`src/rtl/operand_issue_if.sv`:
```
// Handshake and issue bus between the operand feeder, its upstream source and the
// evaluation stage. master = upstream/downstream environment, slave = operand_issue_stage.
interface operand_issue_if #(
    parameter int unsigned CNT_W = 3
);
    logic             in_valid;
    logic             in_ready;
    logic [7:0]       in_data1;
    logic [7:0]       in_data2;
    logic             in_kernel;
    logic             stall;
    logic [7:0]       issue_data1;
    logic [7:0]       issue_data2;
    logic             kernel_enable;
    logic             issue_valid;
    logic             result_valid;
    logic             idle;
    logic [CNT_W-1:0] count;

    modport master (
        output in_valid, in_data1, in_data2, in_kernel, stall,
        input  in_ready, issue_data1, issue_data2, kernel_enable, issue_valid,
        input  result_valid, idle, count
    );

    modport slave (
        input  in_valid, in_data1, in_data2, in_kernel, stall,
        output in_ready, issue_data1, issue_data2, kernel_enable, issue_valid,
        output result_valid, idle, count
    );
endinterface

```
`src/rtl/operand_issue_stage.sv`:
```
// Buffers {kernel, d1, d2} operand sets in a FIFO and issues one per cycle to the evaluation
// stage. Build option OPERAND_HOLD_EN: issue operands hold their last value on idle cycles.
module operand_issue_stage #(
    parameter int unsigned DEPTH = 4,
    parameter int unsigned CNT_W = 3
) (
    input logic            clk,
    input logic            rst,
    operand_issue_if.slave bus
);
    localparam int unsigned PTR_W = (DEPTH > 1) ? $clog2(DEPTH) : 1;

    typedef enum logic [1:0] {StIdle, StIssue, StStall, StDrain} state_e;

    logic [16:0]      mem [DEPTH];
    logic [PTR_W-1:0] wr_ptr_q;
    logic [PTR_W-1:0] rd_ptr_q;
    logic [CNT_W-1:0] count_q;
    logic [CNT_W-1:0] count_d;
    state_e           state_q;
    state_e           state_d;
    logic             push;
    logic             pop;
    logic [7:0]       data1_q;
    logic [7:0]       data2_q;
    logic             kernel_q;
    logic             issue_valid_q;
    logic             result_valid_q;

    // No full-bypass: a pop in the same cycle does not open in_ready.
    assign bus.in_ready = (count_q < CNT_W'(DEPTH));
    assign push         = bus.in_valid && bus.in_ready;
    assign pop          = (count_q != '0) && !bus.stall;

    always_comb begin
        count_d = count_q;
        if (push && !pop) begin
            count_d = count_q + CNT_W'(1);
        end else if (!push && pop) begin
            count_d = count_q - CNT_W'(1);
        end
    end

    // Storage is not reset; the gate keeps reset-time pushes out of the array.
    always_ff @(posedge clk) begin
        if (push && !rst) begin
            mem[wr_ptr_q] <= {bus.in_kernel, bus.in_data1, bus.in_data2};
        end
    end

    always_ff @(posedge clk or posedge rst) begin
        if (rst) begin
            wr_ptr_q       <= '0;
            rd_ptr_q       <= '0;
            count_q        <= '0;
            data1_q        <= '0;
            data2_q        <= '0;
            kernel_q       <= 1'b0;
            issue_valid_q  <= 1'b0;
            result_valid_q <= 1'b0;
        end else begin
            count_q        <= count_d;
            result_valid_q <= issue_valid_q;
            if (push) begin
                wr_ptr_q <= wr_ptr_q + PTR_W'(1);
            end
            if (pop) begin
                rd_ptr_q                     <= rd_ptr_q + PTR_W'(1);
                {kernel_q, data1_q, data2_q} <= mem[rd_ptr_q];
                issue_valid_q                <= 1'b1;
            end else begin
                issue_valid_q <= 1'b0;
                kernel_q      <= 1'b0;
`ifdef OPERAND_HOLD_EN
                data1_q <= data1_q;
                data2_q <= data2_q;
`else
                data1_q <= '0;
                data2_q <= '0;
`endif
            end
        end
    end

    // Next state is judged on post-update occupancy and in-flight flags.
    always_comb begin
        state_d = state_q;
        unique case (state_q)
            StIdle: begin
                if (count_d != '0) begin
                    state_d = bus.stall ? StStall : StIssue;
                end
            end
            StIssue, StStall: begin
                if (count_d == '0) begin
                    state_d = StDrain;
                end else begin
                    state_d = bus.stall ? StStall : StIssue;
                end
            end
            StDrain: begin
                if (count_d != '0) begin
                    state_d = bus.stall ? StStall : StIssue;
                end else if (!pop && !issue_valid_q) begin
                    state_d = StIdle;
                end
            end
            default: state_d = StIdle;
        endcase
    end

    always_ff @(posedge clk or posedge rst) begin
        if (rst) begin
            state_q <= StIdle;
        end else begin
            state_q <= state_d;
        end
    end

    assign bus.issue_data1   = data1_q;
    assign bus.issue_data2   = data2_q;
    assign bus.kernel_enable = kernel_q;
    assign bus.issue_valid   = issue_valid_q;
    assign bus.result_valid  = result_valid_q;
    assign bus.idle          = (state_q == StIdle);
    assign bus.count         = count_q;
endmodule

```
`src/flat_wrapper.sv`:
```
// flat-port wrapper written by rule: the top's interface ports become plain ports
module operand_issue_stage_flat 
#(
    parameter int unsigned DEPTH = 4,
    parameter int unsigned CNT_W = 3
)
  (clk, rst, bus_in_valid, bus_in_data1, bus_in_data2, bus_in_kernel, bus_stall, bus_in_ready, bus_issue_data1, bus_issue_data2, bus_kernel_enable, bus_issue_valid, bus_result_valid, bus_idle, bus_count);
  operand_issue_if #(.CNT_W(CNT_W)) bus_i ();
  input logic clk;
  input logic rst;
  input wire logic [$bits(bus_i.in_valid)-1:0] bus_in_valid;
  input wire logic [$bits(bus_i.in_data1)-1:0] bus_in_data1;
  input wire logic [$bits(bus_i.in_data2)-1:0] bus_in_data2;
  input wire logic [$bits(bus_i.in_kernel)-1:0] bus_in_kernel;
  input wire logic [$bits(bus_i.stall)-1:0] bus_stall;
  output wire logic [$bits(bus_i.in_ready)-1:0] bus_in_ready;
  output wire logic [$bits(bus_i.issue_data1)-1:0] bus_issue_data1;
  output wire logic [$bits(bus_i.issue_data2)-1:0] bus_issue_data2;
  output wire logic [$bits(bus_i.kernel_enable)-1:0] bus_kernel_enable;
  output wire logic [$bits(bus_i.issue_valid)-1:0] bus_issue_valid;
  output wire logic [$bits(bus_i.result_valid)-1:0] bus_result_valid;
  output wire logic [$bits(bus_i.idle)-1:0] bus_idle;
  output wire logic [$bits(bus_i.count)-1:0] bus_count;
  assign bus_i.in_valid = bus_in_valid;
  assign bus_i.in_data1 = bus_in_data1;
  assign bus_i.in_data2 = bus_in_data2;
  assign bus_i.in_kernel = bus_in_kernel;
  assign bus_i.stall = bus_stall;
  assign bus_in_ready = bus_i.in_ready;
  assign bus_issue_data1 = bus_i.issue_data1;
  assign bus_issue_data2 = bus_i.issue_data2;
  assign bus_kernel_enable = bus_i.kernel_enable;
  assign bus_issue_valid = bus_i.issue_valid;
  assign bus_result_valid = bus_i.result_valid;
  assign bus_idle = bus_i.idle;
  assign bus_count = bus_i.count;
  operand_issue_stage #(.DEPTH(DEPTH), .CNT_W(CNT_W)) u_core (.clk(clk), .rst(rst), .bus(bus_i));
endmodule
```
`config.mk`:
```
export PLATFORM = sky130hd
export DESIGN_NAME = operand_issue_stage_flat
export DESIGN_NICKNAME = d
export VERILOG_FILES = /design/src/rtl/operand_issue_if.sv /design/src/rtl/operand_issue_stage.sv /design/src/flat_wrapper.sv
export SDC_FILE = /design/constraint.sdc
export NUM_CORES = 1
export LEC_CHECK = 0
export ABC_AREA = 1
export CORE_MARGIN = 3
export CORE_UTILIZATION = 30
export CTS_BUF_LIST = sky130_fd_sc_hd__clkbuf_16
export DETAILED_ROUTE_END_ITERATION = 10
export SETUP_SLACK_MARGIN = 0.15
export SYNTH_ARGS = -nofsm -noshare
export SYNTH_HDL_FRONTEND = slang
export SYNTH_SLANG_ARGS = --single-unit
```
`constraint.sdc`:
```
create_clock -name clk -period 2.4 [get_ports clk]
set_input_delay 0.24 -clock clk [delete_from_list [all_inputs] [get_ports clk]]
set_output_delay 0.24 -clock clk [all_outputs]
set_load 0.03 [all_outputs]
```
# == After elaboration in Yosys (flattened, before gate mapping) ==
# Memory sizes are Yosys's and may differ from the RTL's.
# Cells that the tools add are included.
# Widths: inputs -> output; s select.
# totals
regBits,28
mem_bits_rw,68
input_bits,21
out_inout_bits,24
wordCells,51
memories,1
# classes
add_sub_neg,4
n_lt_le_gt_ge,1
eq_ne,5
n_mux,14
reduce_logical,17
# memory_table
name,words,word_bits,rd,rd_ports_with_merged_regs,write_ports,line,rtl
u_core.mem,4,17,1,0,1,operand_issue_stage.sv:15,logic [16:0] mem [DEPTH];
# op_table
operator,count
$mux 8,2
$mux 2,5
$logic_and 1x1->1,6
$mux 3,2
$pmux 2 s3,1
$reduce_bool 3->1,2
$logic_not 1->1,5
$add 2x1->2 const B,2
$eq 2x2->1 const B,2
$mux 1,4
$add 3x1->3 const B,1
$logic_not 3->1,1
$lt 3x3->1 const B,1
$ne 3x1->1 const B,1
$sub 3x1->3 const B,1
$eq 2x1->1 const B,1
$logic_not 2->1,1
$ne 2x1->1 const B,1
$reduce_and 2->1,1
$reduce_or 2->1,1

# == Logic depth before layout (Yosys ltp) ==
# depth
word_depth,9
depth_mapped,14
depth_no_buf,14

# == Least setup slack after synthesis ==
# OpenSTA, ideal clock, no wires.
# synth_timing
path_type,input -> register
startpoint,input rst
endpoint,memory u_core.mem[0][0] (enable)
setup_time_ns,0.391
t_arrival_ns,1.849
required_ns,2.009
setup_slack_ns,0.161
stages,3
path_buffers,0
cell_sequence,inv_1 -> nand2_1 -> nor2_1
# synth_between
elab_chain_cells,4
# synth_lines
element,line,rtl
"start, declared",flat_wrapper.sv:10,input logic rst;
$logic_not 1->1,operand_issue_stage.sv:46,if (push && !rst) begin
$logic_and 1x1->1,operand_issue_stage.sv:46,
$mux 1,operand_issue_stage.sv:46,
$mux 1 (implied by the code),operand_issue_stage.sv:47,"mem[wr_ptr_q] <= {bus.in_kernel, bus.in_data1, bus.in_data2};"
"end, declared",operand_issue_stage.sv:15,
# Every way passes these cells.

# == Worst setup path after layout ==
# layout_timing
startpoint,register u_core.count_q[0] (netlist: u_core.bus.count[0])
endpoint,register u_core.state_q[0]
# layout_between
elab_chain_cells,9
word_cells_on_any_way,21
classes_between,2 x add/sub; 1 x order compare; 2 x eq/ne; 5 x mux; 11 x reduce/logical
# layout_lines
element,line,rtl
"start, declared",operand_issue_stage.sv:18,logic [CNT_W-1:0] count_q;
"start signal, assigned",operand_issue_stage.sv:62,count_q <= count_d;
$lt 3x3->1,operand_issue_stage.sv:31,assign bus.in_ready = (count_q < CNT_W'(DEPTH));
$logic_and 1x1->1,operand_issue_stage.sv:32,assign push = bus.in_valid && bus.in_ready;
$logic_not 1->1,operand_issue_stage.sv:39,end else if (!push && pop) begin
$logic_and 1x1->1,operand_issue_stage.sv:39,
$mux 3,operand_issue_stage.sv:39,
$mux 3,operand_issue_stage.sv:37,if (push && !pop) begin
$reduce_bool 3->1 / $logic_not 3->1 (equally long branches),"operand_issue_stage.sv:90, operand_issue_stage.sv:102, operand_issue_stage.sv:95",
$mux 2 (tied with other cells),operand_issue_stage.sv:102,if (count_d != '0) begin
$pmux 2 s3 / $reduce_and 2->1 (equally long branches),n/a,
"end signal, assigned",operand_issue_stage.sv:114,state_q <= StIdle;
"end signal, assigned",operand_issue_stage.sv:116,state_q <= state_d;
"end, declared",operand_issue_stage.sv:20,state_e state_q;
# Parallel ways exist; a longest one is shown, timed or not.
# A chain may end at the register's enable or synchronous reset.

==> metrics.txt <==
status=finished, final reports clean; Yosys cell types=25; post-synthesis xor/xnor area fraction=less than 1%; Tmin final=approximately 1900 ps; Leak=around 1.8 nW; Most Frequent Cell on Critical Path=nand2_1; Die Span Y=between 100 and 150 um; Max Cap Viol=0; Final Instance Count excl. Fillers=539; period utilization=~79%; EDFF count, synth=between 60 and 70; Cell Area, Synth=approximately 3800 sq um; CP arrival=2140 ps; nets@finish=396; Seq/Total Area, Yosys=72.46%; Clk Latency, worst-skew pair=about 340 ps; largest net degree at the start of global routing=36; Cells after Synth=roughly 310; Initial Utilization=a little under a third; Placer Congestion=slightly above 0.7; Detailed Route Iter0 Violations=101; PnR worst setup slack=~490 ps; number of synthesized register bits=96; largest family of logic cells by synthesized area=simple AND/OR/NAND/NOR gates; peak supply drop=0.4973 mV; CTS Hold Bufs=0; die width=118.3 um; Clock transition at path regs=around 70 ps; Cell Pwr Density=1224 nW/um^2; Gate power share=~38%; net switching power=2.132 mW; port buffer count=between 40 and 50; critical path class=register to register; Synth top area share=between 50 and 60%; Reg power frac=37.9%; class of the worst hold path=primary input to async pin; router iterations before antenna repair=4; Via Count=2,395; Worst Setup SP=u_core.bus.count[0]; Die ar.=~14,000 sq um; CTS Buf Count=9; layout cell share with drive strength beyond 1=11.05%; clock skew=about 4 ps; Commonest cells post-synth=78 x nor2_1, 68 x edfxtp_1, 35 x o21ai_0; post-CTS sizing=0; worst flop-to-flop path startpoint=u_core.bus.count[0]; post-synthesis compound-gate area fraction=roughly 7.7%; synth warn=0; Place WS=around 480 ps; RSZ-0062 raised after global routing=false; sw frac=between 30% and 40%; WL met3=between 300 and 400 um; antenna violations before repair=0; Synth Area in Adders=2.975%; CP cell instances=inv_1 > ha_1 > nand2_4 > nand2_2 > nand2_1 > nand2_1 > nand2_1 > nand2_1 > nand4_1 > o21ai_0 > inv_1 > nand2_1 > nand2_1; Buf/Inv on CP=2; mean area per synthesized cell=12.13 sq um; cell with the most instances after synthesis=nor2_1; main area contributors after synthesis=edfxtp_1 54%, dfrtp_1 19%, nor2_1 7.7%; Top Layer Used=met4; All-Layer GR Usage=11.49%; Internal Dissipation=approximately 3.7 mW; final hold viol count=0; critical path capture point type=register; Least-Margin Pin Slew=about 600 ps; standard-cell row count=40; CTS tree=done; DRT Wirelength=7.482 mm; simple-gate share of the synthesized area=~13%; Max Buffers Root-to-Sink=2; Placeable Area=12,160 sq um; M1 wire length=between 3 and 4 mm; WL/cell=13.88 um; Setup Fix Bufs, Post-CTS=0; Yosys top cell by area=edfxtp_1; # diodes=0; placed cell count=~520; CP max-delay cell=dfrtp_1; I/O pin total=45; WL met2=roughly 3.8 mm; CP peak stage delay=~420 ps; Remaining DRCs=0; Post-Syn Nets=between 300 and 400; Slew HR=between 50% and 60%; critical path's top delay family=simple AND/OR/NAND/NOR gates; synth-to-layout area growth=25.92%; Post-synth top flop=edfxtp_1; htree depth=3; Worst Path Required=2630 ps; Clock power frac=24.6%; Critical Path Fanout Max=4; Fmax=approximately 520 MHz; clk root buf=clkbuf_16; Async S/R FF share, synth=between 20% and 30%; mux cell area share after synthesis=0%; HPWL Detailed=around 4.7 mm; setup TNS=0 ps; endpoints failing setup=0; GRT overflow=0; startpoint types=register; vias in the first global route=~2,400; first-pass GRT wire length=roughly 12 mm; post-route ant nets=0; # clock sinks=96; routed vias/inst=around 4.4; Slew Limit Fails=0
[power groups by stage]
| stage | Clock (mW) | Combinational [mW] | Sequential, mW |
|---|---|---|---|
| finish | 1.44 | 2.19 | 2.21 |
| floorplan | 0 | 1.15 | 2.54 |
| global route | 1.55 | 2.46 | 2.25 |
| global placement | 0 | 2.18 | 2.24 |
| detailed placement | 0 | 2.21 | 2.25 |
| CTS | 1.48 | 2.22 | 2.21 |
[cell usage in the layout, fill, tap and decap left out, drive strengths merged]
| master | n |
|---|---|
| edfxtp | 68 |
| clkbuf | 9 |
| o21ai | 37 |
| or2 | 1 |
| clkdlybuf4s50 | 44 |
| nor2 | 80 |
| nand2 | 20 |
| buf | 11 |
| inv | 27 |
| clkinv | 2 |
| nand4 | 2 |
| clkinvlp | 1 |
| dfrtp | 28 |
| bufinv | 1 |
| xor2 | 2 |
| a21oi | 20 |
| nand3 | 9 |
| ha | 9 |
[per-layer routing]
layer | vias up | GRT usage (%)
met1 | 1154 | 13.41
met3 | 13 | 2.775
met4 | 0 | 5.055
met2 | 59 | 20.04
li1 | 1169 | -
met5 | - | 0
[flip-flops by register name (all words and copies together) (netlist names)]
signal	flops
u_core.mem	68
u_core.bus.issue_data1	8
u_core.bus.issue_data2	8
u_core.bus.count	3
u_core.rd_ptr_q	2
u_core.state_q	2
u_core.wr_ptr_q	2
u_core.bus.issue_valid	1
u_core.bus.kernel_enable	1
u_core.bus.result_valid	1
[path summary, 6_finish.rpt]
| kind | cells past startpoint | slack (ps) | to |
|---|---|---|---|
| setup / recovery | 13 | 490 | u_core.state_q[0] |
| min in group clk | 0 | 420 | u_core.bus.result_valid |
| hold / removal | 3 | 340 | u_core.bus.issue_data2[0] |
| hold reg to reg | 0 | 420 | u_core.bus.result_valid |
| setup reg to reg | 13 | 490 | u_core.state_q[0] |
| max in group asynchronous | 3 | 1770 | u_core.bus.issue_data1[1] |
[per-stage QoR]
step	total power [mW]	util [%]	instance area, sq um	hold WS (ps)
4_1_cts	5.912	39.19	4766	380.2
2_1_floorplan	3.697	-	3785	311.4
3_3_place_gp	4.428	36.70	4463	402.7
3_5_place_dp	4.459	36.70	4463	402.3
6_report	5.833	39.19	4766	343.1
5_1_grt	6.249	39.19	4766	402.4
[tightest hold or removal path, cell delays in order]
cell and delay (ps):
clkdlybuf4s50_1 400, inv_1 100, buf_4 360
[cells by family (layout without fill, tap and decap cells)]
family,after synthesis,in the layout
compound gates,57,57
buf+inv,36,95
flops,96,96
xor+xnor,2,2
simple gates,112,112
fa+ha+maj,9,9
[cell type report]
| class | count | area [sq um] |
|---|---|---|
| clock buffers | 9 | 225.2 |
| clock inverters | 7 | 77.57 |
| fillers | 1149 | 7396 |
| inverters | 24 | 90.09 |
| multi-input cells | 180 | 897.1 |
| flip-flops and latches | 96 | 2743 |
| well taps | 168 | 210.2 |
| repair buffers | 55 | 523.0 |
Note: power is estimated with default switching activity, not from simulation.
